**src/rtl/fadd_arbiter.sv**
```systemverilog
// Round-robin arbiter that shares one multi-cycle fadd unit between NREQ
// requesters. One operation is in flight at a time: accept in IDLE, pulse
// start in ISSUE, wait for the unit (guarded by a watchdog) in WAIT, and hold
// the one-hot response in RESP until the granted requester takes it.
module fadd_arbiter #(
    parameter int NREQ    = 4,
    parameter int TIMEOUT = 16,
    parameter int CNTW    = 32
) (
    input  logic                 clk,
    input  logic                 rstn,
    input  logic [NREQ-1:0]      req_valid,
    output logic [NREQ-1:0]      req_ready,
    input  logic [32*NREQ-1:0]   req_x1,
    input  logic [32*NREQ-1:0]   req_x2,
    input  logic [NREQ-1:0]      req_sub,
    output logic [NREQ-1:0]      resp_valid,
    output logic [31:0]          resp_y,
    output logic                 resp_err,
    input  logic [NREQ-1:0]      resp_ready,
    output logic [31:0]          fu_x1,
    output logic [31:0]          fu_x2,
    output logic                 fu_ready,
    input  logic                 fu_valid,
    input  logic [31:0]          fu_y,
    output logic [CNTW-1:0]      op_count,
    output logic                 timeout_flag
);

    localparam int IDXW = $clog2(NREQ);
    localparam int WDW  = (TIMEOUT > 1) ? $clog2(TIMEOUT) : 1;
    localparam logic [WDW-1:0]  WD_LAST  = WDW'(TIMEOUT - 1);
    localparam logic [IDXW-1:0] IDX_LAST = IDXW'(NREQ - 1);
    // Quiet NaN returned when the unit never answers.
    localparam logic [31:0]     QNAN     = 32'h7FC0_0000;

    typedef enum logic [1:0] {
        S_IDLE,
        S_ISSUE,
        S_WAIT,
        S_RESP
    } state_t;

    state_t            state_q, state_d;
    logic [IDXW-1:0]   ptr_q, ptr_d;
    logic [IDXW-1:0]   tag_q, tag_d;
    logic [31:0]       op_x1_q, op_x1_d;
    logic [31:0]       op_x2_q, op_x2_d;
    logic              op_sub_q, op_sub_d;
    logic [31:0]       res_q, res_d;
    logic              err_q, err_d;
    logic [WDW-1:0]    wd_q, wd_d;
    logic [CNTW-1:0]   cnt_q, cnt_d;
    logic              tflag_q, tflag_d;

    logic              grant_vld;
    logic [IDXW-1:0]   grant_idx;

    // Round-robin scan: first pending requester at or after ptr, wrapping.
    always_comb begin
        // NOTE: every variable gets a default before any branch, otherwise an
        // unassigned path would infer a latch.
        grant_vld = 1'b0;
        grant_idx = '0;
        for (int k = 0; k < NREQ; k++) begin
            int idx;
            idx = int'(ptr_q) + k;
            if (idx >= NREQ) idx = idx - NREQ;
            if (!grant_vld && req_valid[idx]) begin
                grant_vld = 1'b1;
                grant_idx = IDXW'(idx);
            end
        end
    end

    // Next-state logic for the FSM, operand/result capture, watchdog and counter.
    always_comb begin
        state_d   = state_q;
        ptr_d     = ptr_q;
        tag_d     = tag_q;
        op_x1_d   = op_x1_q;
        op_x2_d   = op_x2_q;
        op_sub_d  = op_sub_q;
        res_d     = res_q;
        err_d     = err_q;
        wd_d      = wd_q;
        cnt_d     = cnt_q;
        tflag_d   = tflag_q;
        req_ready = '0;

        case (state_q)
            S_IDLE: begin
                // No handshake may complete while reset is held.
                if (rstn && grant_vld) begin
                    req_ready[grant_idx] = 1'b1;
                    op_x1_d  = req_x1[32*grant_idx +: 32];
                    op_x2_d  = req_x2[32*grant_idx +: 32];
                    op_sub_d = req_sub[grant_idx];
                    tag_d    = grant_idx;
                    state_d  = S_ISSUE;
                end
            end
            S_ISSUE: begin
                wd_d    = '0;
                state_d = S_WAIT;
            end
            S_WAIT: begin
                // A real result beats the watchdog when both land together.
                if (fu_valid) begin
                    res_d   = fu_y;
                    err_d   = 1'b0;
                    cnt_d   = cnt_q + CNTW'(1);
                    state_d = S_RESP;
                end else if (wd_q == WD_LAST) begin
                    res_d   = QNAN;
                    err_d   = 1'b1;
                    tflag_d = 1'b1;
                    state_d = S_RESP;
                end else begin
                    wd_d = wd_q + WDW'(1);
                end
            end
            S_RESP: begin
                if (resp_ready[tag_q]) begin
                    ptr_d   = (tag_q == IDX_LAST) ? '0 : tag_q + IDXW'(1);
                    state_d = S_IDLE;
                end
            end
            default: state_d = S_IDLE;
        endcase
    end

    // State and datapath registers with synchronous active-low reset.
    always_ff @(posedge clk) begin
        // NOTE: sequential state uses non-blocking assignments so every
        // register samples the pre-edge values, independent of statement order.
        if (!rstn) begin
            state_q  <= S_IDLE;
            ptr_q    <= '0;
            tag_q    <= '0;
            op_x1_q  <= '0;
            op_x2_q  <= '0;
            op_sub_q <= 1'b0;
            res_q    <= '0;
            err_q    <= 1'b0;
            wd_q     <= '0;
            cnt_q    <= '0;
            tflag_q  <= 1'b0;
        end else begin
            state_q  <= state_d;
            ptr_q    <= ptr_d;
            tag_q    <= tag_d;
            op_x1_q  <= op_x1_d;
            op_x2_q  <= op_x2_d;
            op_sub_q <= op_sub_d;
            res_q    <= res_d;
            err_q    <= err_d;
            wd_q     <= wd_d;
            cnt_q    <= cnt_d;
            tflag_q  <= tflag_d;
        end
    end

    // One-hot response valid for the granted requester while in RESP.
    always_comb begin
        resp_valid = '0;
        if (state_q == S_RESP) resp_valid[tag_q] = 1'b1;
    end

    // Operands come straight from registers so they stay put for the whole op;
    // subtraction is folded in by flipping the sign of operand B.
    assign fu_x1        = op_x1_q;
    assign fu_x2        = {op_x2_q[31] ^ op_sub_q, op_x2_q[30:0]};
    assign fu_ready     = (state_q == S_ISSUE);
    assign resp_y       = res_q;
    assign resp_err     = err_q;
    assign op_count     = cnt_q;
    assign timeout_flag = tflag_q;

endmodule
```
**config.mk**
```make
export PLATFORM = sky130hd
export DESIGN_NAME = fadd_arbiter
export DESIGN_NICKNAME = d
export VERILOG_FILES = /design/src/rtl/fadd_arbiter.sv
export SDC_FILE = /design/constraint.sdc
export NUM_CORES = 1
export LEC_CHECK = 0
export BUFFER_PORTS_ARGS = -buffer_cell sky130_fd_sc_hd__buf_2
export CORE_ASPECT_RATIO = 0.6
export CORE_MARGIN = 3
export CORE_UTILIZATION = 31
export DETAILED_ROUTE_END_ITERATION = 10
export PLACE_DENSITY = 0.6
export SYNTH_ARGS = -nofsm -noshare
export SYNTH_HDL_FRONTEND = slang
export SYNTH_SLANG_ARGS = --single-unit
```
**constraint.sdc**
```tcl
create_clock -name clk -period 2.7 [get_ports clk]
set_input_delay 0.54 -clock clk [delete_from_list [all_inputs] [get_ports clk]]
set_output_delay 0.54 -clock clk [all_outputs]
set_load 0.01 [all_outputs]
```
==> results of run 1 <==
area by class of cell:
class                   instances  area share [%]
flip-flops and latches        141            26.9
clock inverters                13            1.09
diodes                          1          0.0239
multi-input cells             590            40.6
well taps                     315            3.76
clock buffers                  19            4.22
repair buffers                464            23.0
inverters                      10           0.358
power breakdown:
group / total (mW) / switching, mW / internal, mW / leakage [nW]
clock: 2.25 / 0.955 / 1.29 / 0.274
combinational: 2.44 / 1.38 / 1.06 / 3.44
sequential: 2.80 / 0.261 / 2.54 / 1.16
synth_stat cells, drive strengths merged, types with 11 or more instances:
| library cell | instances | share of area [%] |
|---|---|---|
| a211oi | 69 | 6.7 |
| xnor2 | 18 | 2.0 |
| buf | 52 | 4.9 |
| nand3 | 15 | 0.98 |
| mux2 | 30 | 4.4 |
| nand4 | 37 | 3.0 |
| and4 | 41 | 4.7 |
| nor2 | 63 | 3.1 |
| a221o | 31 | 4.0 |
| nor3 | 11 | 0.72 |
| a22oi | 23 | 2.2 |
| o31ai | 30 | 2.9 |
| nand2 | 30 | 1.5 |
| a21oi | 75 | 4.9 |
| dfxtp | 141 | 37 |
| clkbuf | 61 | 3.0 |
| mux2i | 38 | 4.9 |
| xor2 | 11 | 1.3 |
cells by family (layout without fill, tap and decap cells):
| group | after synthesis | count (layout) | share of synthesized area (%) |
|---|---|---|---|
| xor gates and xnor gates | 29 | 29 | 3.30 |
| buffers and inverters | 123 | 506 | 8.35 |
| AOI/OAI and AO/OA | 251 | 251 | 23.6 |
| and+or+nand+nor | 231 | 231 | 16.8 |
| adders and majority gates | 10 | 10 | 1.63 |
| other | 0 | 1 | 0 |
| muxes | 69 | 69 | 9.63 |
| DFF | 141 | 141 | 36.7 |
state kept, by name (all words and copies together), names as in the netlist:
| register | cells |
|---|---|
| resp_err | 1 |
| op_sub_q | 1 |
| op_count | 32 |
| wd_q | 4 |
| fu_x1 | 32 |
| state_q | 2 |
| tag_q | 2 |
| ptr_q | 2 |
| resp_y | 32 |
| timeout_flag | 1 |
| op_x2_q | 32 |
routing by layer:
layer | global-route usage, % | vias up | routed length (µm)
met5 | 0 | - | 22
met4 | 5.70 | 6 | 515
met3 | 6.75 | 37 | 2350
met2 | 35.8 | 321 | 14600
met1 | 28.0 | 3941 | 13400
li1 | - | 3963 | -
stage by stage:
stage                     util, %  hold slack [ns]  area [µm²]
after floorplan                 -            0.449        7690
after global placement       41.8            0.447        9930
after detailed placement     41.8            0.451        9930
after CTS                    44.2            0.347       10500
after global routing         44.2            0.359       10500
final                        44.2            0.369       10500
path summary, 6_finish.rpt:
path	end	cells after the start	startpoint	slack [ns]
max	req_ready[2]	5	ptr_q[1]	0.24
min	resp_y[19]	3	fu_y[19]	0.37
max reg2reg	op_x2_q[29]	7	ptr_q[1]	0.43
min reg2reg	timeout_flag	2	timeout_flag	0.47
worst register-to-register path: stages (launching register included):
cell and delay (ns):
dfxtp_1 0.43, mux2i_1 0.33, or2_2 0.20, buf_4 0.37, buf_4 0.41, nand4_1 0.16, a21oi_1 0.20, a221o_1 0.13
==> flow_metrics.py, run 1 <==
metrics = {
    "route": {
        "drc": 0,
        "routed_wirelength_um": 30900,
        "antenna_left": 0,
        "drtIter0Drc": 605,
        "dr.pass1.iters": 5,
        "vias": 8268,
        "viasPerCell": 5.32,
        "wl_per_cell_um": 19.9,
    },
    "layout": {
        "regArea_mm2": 0.00282,
        "multi_input_comb_area_mm2": 0.00426,
        "layoutNonFillerInstCount": 1553,
        "layout_commonest_cell": "buf_2",
        "fillerInstances": 2381,
        "final_nets": 1537,
        "area_growth_pct": 36.4,
        "drive_gt1_share_pct": 44.3,
        "final_cell_mix": "441 x buf_2, 141 x dfxtp_1, 74 x a21oi_1",
    },
    "floorplan": {
        "die_w_um": 209,
        "initial_core_util_pct": 32.4,
        "ios": 442,
        "coreArea_mm2": 0.0237,
        "dieHeight_um": 128,
        "rows": 43,
        "dieArea_mm2": 0.0268,
    },
    "sta": {
        "worst_slew_pin_slew_ns": 0.809,
        "hold_viol": 0,
        "slew_viol_final": 0,
        "slew_headroom_pct": 45.9,
        "tns_ns": 0,
        "setup_ws_ns": 0.243,
        "rsz0062_at_grt": "no",
        "fmax_ghz": 0.407,
        "fin_skew_ns": 0.0123,
        "min_period_over_period_pct": 91.0,
        "finalSetupViolations": 0,
        "min_period_ns": 2.46,
    },
    "cts": {
        "cts_tree": "done",
        "postCtsSetupBuffers": 0,
        "cts-root-buf": "clkbuf_16",
        "clock-sinks": 141,
        "path_clk_slew_ns": 0.06,
        "clock_path_buffers": 2,
        "ctsHoldBuffers": 0,
        "post_cts_resized": 0,
        "cts_buffers": 17,
        "htreeDepth": 4,
        "clock_latency_ns": 0.42,
    },
    "worst_setup_path": {
        "worstPathCellList": "nand2_1 > a311oi_2 > or3_1 > nor2_1 > buf_2",
        "path_max_fanout": 5,
        "start_kind": "flip-flop",
        "worstSetupPathType": "flip-flop to primary output",
        "critPathBufInv": 1,
        "crit_family": "simple AND/OR/NAND/NOR gates",
        "worst_ep_required_time_ns": 2.16,
        "crit_path_end_kind": "primary output",
        "cp.arrival_ns": 1.92,
        "cp_slowest_cell": "a311oi_2",
        "slowest_delay_ns": 0.46,
    },
    "run": {
        "cap_violations": 0,
    },
    "yosys": {
        "ys_seq_elements": 141,
        "avgSynthCellArea_um2": 9.01,
        "synth-main-ff-cell": "dfxtp_1",
        "synth_nets": 1167,
        "synth_edf_count": 0,
        "synth-async-reset-ratio_pct": 0,
        "synth-seq-area-share_pct": 36.7,
        "netlist_instances": 854,
        "syn_area_mm2": 0.00769,
        "yosys_warnings": 0,
        "synth_cell_types": 45,
    },
    "global_routing": {
        "grt_pass1_vias": 8073,
        "antenna_found_initial": 4,
        "grt_max_degree": 65,
        "grt_overflow_total": 0,
        "grt_pass1_wl_um": 46300,
        "grt_util_all_layers_pct": 21.8,
    },
    "power_and_ir_drop": {
        "vdd_drop_max_mv": 0.347,
        "power_mw": 7.49,
        "p_leak_nw": 4.87,
        "power_per_cell_area_mw_per_mm2": 714,
    },
    "placed_design": {
        "post-dp-hpwl_um": 22600,
        "place_inst": 1520,
        "place_congestion": 0.863,
        "dp_slack_ns": 0.244,
        "port_buffers": 441,
    },
    "min_path": {
        "hold_class": "primary input to flip-flop",
    },
    "run_status": {
        "outcome": "completed",
    },
}
Note: power is estimated with default switching activity, not from simulation.
==> run 2, diff against run 1 <==
--- a/config.mk
+++ b/config.mk
@@ -5,12 +5,13 @@
 export SDC_FILE = /design/constraint.sdc
 export NUM_CORES = 1
 export LEC_CHECK = 0
+export ABC_AREA = 1
 export BUFFER_PORTS_ARGS = -buffer_cell sky130_fd_sc_hd__buf_2
 export CORE_ASPECT_RATIO = 0.6
 export CORE_MARGIN = 3
 export CORE_UTILIZATION = 31
 export DETAILED_ROUTE_END_ITERATION = 10
-export PLACE_DENSITY = 0.6
+export PLACE_DENSITY = 0.59
 export SYNTH_ARGS = -nofsm -noshare
 export SYNTH_HDL_FRONTEND = slang
 export SYNTH_SLANG_ARGS = --single-unit
==> flow_metrics.py, run 2 <==
metrics = {
    "power_and_ir_drop": {
        "power_per_cell_area_mw_per_mm2": 914,
        "power_frac_seq_pct": 28.1,
        "swShare_pct": 43.1,
        "comb_power_share_pct": 48.0,
        "internal_power_mw": 6.07,
        "p_leak_nw": 6.14,
        "power_frac_clock_pct": 23.9,
        "power_switching_mw": 4.61,
        "vdd_drop_max_mv": 0.413,
    },
    "yosys": {
        "synth-main-ff-cell": "dfxtp_1",
        "syn_area_mm2": 0.00847,
        "netlist_instances": 1385,
        "synth_nets": 1698,
        "synth-async-reset-ratio_pct": 0,
        "synth_cell_types": 38,
        "synth-seq-area-share_pct": 33.3,
        "avgSynthCellArea_um2": 6.12,
        "synth_common_cells": "444 x nand2_1, 266 x nand3_1, 176 x nor2_1",
        "synth_edf_count": 0,
        "synth.top_cell.area_share_pct": 33.3,
        "ys_seq_elements": 141,
        "yosysMostFrequentCell": "nand2_1",
        "synth_area_leader_cell": "dfxtp_1",
        "yosys_warnings": 0,
        "synth_area_leaders": "dfxtp_1 33%, nand2_1 20%, nand3_1 16%",
    },
    "route": {
        "dr.pass1.iters": 5,
        "vias": 10300,
        "drtIter0Drc": 619,
        "routed_wirelength_um": 35200,
        "viasPerCell": 4.79,
        "wl_per_cell_um": 16.4,
        "antenna_left": 0,
        "drc": 0,
    },
    "floorplan": {
        "ios": 442,
        "dieHeight_um": 134,
        "rows": 46,
        "initial_core_util_pct": 31.8,
        "die_w_um": 219,
        "dieArea_mm2": 0.0294,
        "coreArea_mm2": 0.0266,
    },
    "cts": {
        "htreeDepth": 4,
        "clock_latency_ns": 0.43,
        "cts-root-buf": "clkbuf_16",
        "ctsHoldBuffers": 0,
        "cts_tree": "done",
        "path_clk_slew_ns": 0.06,
        "clock_path_buffers": 2,
        "clock-sinks": 141,
        "cts_buffers": 17,
    },
    "worst_setup_path": {
        "reg2reg_setup_slack_ns": 0.32,
        "worstSetupPathType": "flip-flop to primary output",
        "worst_ep_required_time_ns": 2.16,
        "cp_slowest_cell": "dfxtp_4",
        "cp_common_cell": "buf_6",
        "worstPathCellList": "buf_6 > nand2_1 > nand2_1 > nand2_2 > nand2_2 > nor2_4 > nand3b_1 > nand3_4 > buf_6 > nor3_4 > buf_6",
        "path_max_fanout": 6,
        "start_kind": "flip-flop",
        "crit_path_end_kind": "primary output",
        "cp.arrival_ns": 2.13,
        "slowest_delay_ns": 0.41,
    },
    "layout": {
        "final_nets": 2081,
        "fillerInstances": 2860,
        "layoutNonFillerInstCount": 2144,
        "area_growth_pct": 37.9,
        "layout_commonest_cell": "buf_2",
        "post-route-util_pct": 43.8,
        "drive_gt1_share_pct": 31.6,
        "final_cell_mix": "436 x buf_2, 428 x nand2_1, 261 x nand3_1",
    },
    "min_path": {
        "hold_class": "primary input to flip-flop",
    },
    "placed_design": {
        "post-dp-hpwl_um": 26300,
        "place_congestion": 0.955,
        "place_inst": 2097,
        "dp_slack_ns": 0.00532,
        "port_buffers": 441,
    },
    "global_routing": {
        "antenna_found_initial": 6,
        "grt_util_all_layers_pct": 23.2,
        "grt_pass1_wl_um": 53400,
        "grt_max_degree": 94,
        "grt_pass1_vias": 9589,
        "grt_overflow_total": 0,
    },
    "sta": {
        "hold_viol": 0,
        "min_period_ns": 2.67,
        "finalSetupViolations": 0,
        "min_period_over_period_pct": 98.9,
        "fin_skew_ns": 0.0117,
        "fmax_ghz": 0.374,
        "worst_slew_pin_slew_ns": 0.672,
        "tns_ns": 0,
        "setup_ws_ns": 0.0290,
        "slew_headroom_pct": 55.2,
        "slew_viol_final": 0,
        "rsz0062_at_grt": "yes",
        "whs_ns": 0.354,
    },
    "run": {
        "cap_violations": 0,
    },
    "run_status": {
        "outcome": "completed",
    },
}
==> run 2: through the flow <==
step / area [µm²] / total power, mW
3_5_place_dp: 10800 / 7.95
5_1_grt: 11700 / 11.5
4_1_cts: 11500 / 10.7
2_1_floorplan: 8470 / 6.39
6_report: 11700 / 10.7
3_3_place_gp: 10800 / 7.88
==> run 2: logic make-up (layout without fill, tap and decap cells) <==
kind of cell               after synthesis  count (layout)  synth area share (%)
and+or+nand+nor                        926             927                  46.4
buffers and inverters                  210             604                  11.9
DFF                                    141             141                  33.3
AOI/OAI and AO/OA                       84              84                  5.42
xor gates and xnor gates                14              14                  1.45
adders and majority gates               10              10                  1.48
other                                    0               4                     0
==> run 2: cell type report <==
type | count | area (µm²) | area share (%)
multi-input combinational | 1035 | 4820 | 41.2
sequential | 141 | 2830 | 24.2
timing repair buffer | 478 | 2590 | 22.1
clock buffer | 21 | 460 | 3.94
tap | 360 | 450 | 3.85
inverter | 95 | 367 | 3.14
clock inverter | 10 | 163 | 1.39
antenna | 4 | 10.0 | 0.0857
==> run 2: path summary, 6_finish.rpt <==
kind	from	endpoint	cells past startpoint
worst max register to register	ptr_q[0]	fu_x1[1]	14
worst min register to register	resp_y[7]	resp_y[7]	2
worst min-delay path	fu_y[21]	resp_y[21]	3
worst max-delay path	ptr_q[0]	req_ready[1]	11
==> run 2: what timing repair did <==
action / in CTS / in global routing
gates resized for setup: 32 / 25
endpoints found under the setup margin: 4 / 41
cloned: 0 / 1
pin swaps: 11 / 11
buffers inserted: 6 / 5
==> run 2: power by group through the flow <==
stage,sequential (mW),combinational [mW],clock (mW)
after floorplan,3.12,3.27,0
after global placement,3.00,4.88,0
after detailed placement,3.02,4.93,0
after CTS,3.00,5.06,2.62
after global routing,3.07,5.74,2.71
final,3.00,5.13,2.55
==> run 2: worst max-delay path, delay by kind of cell, from the launching register on <==
family	cells	cell delay, ns
and+or+nand+nor	8	0.87
buffers and inverters	3	0.42
DFF	1	0.41
==> run 2: routing by layer <==
metal,vias up,global-route usage [%],share of wire [%]
li1,5165,-,-
met1,4703,30.6,44
met2,344,37.1,47
met3,57,6.04,6.3
met4,4,7.59,2.8
met5,-,0,0.060
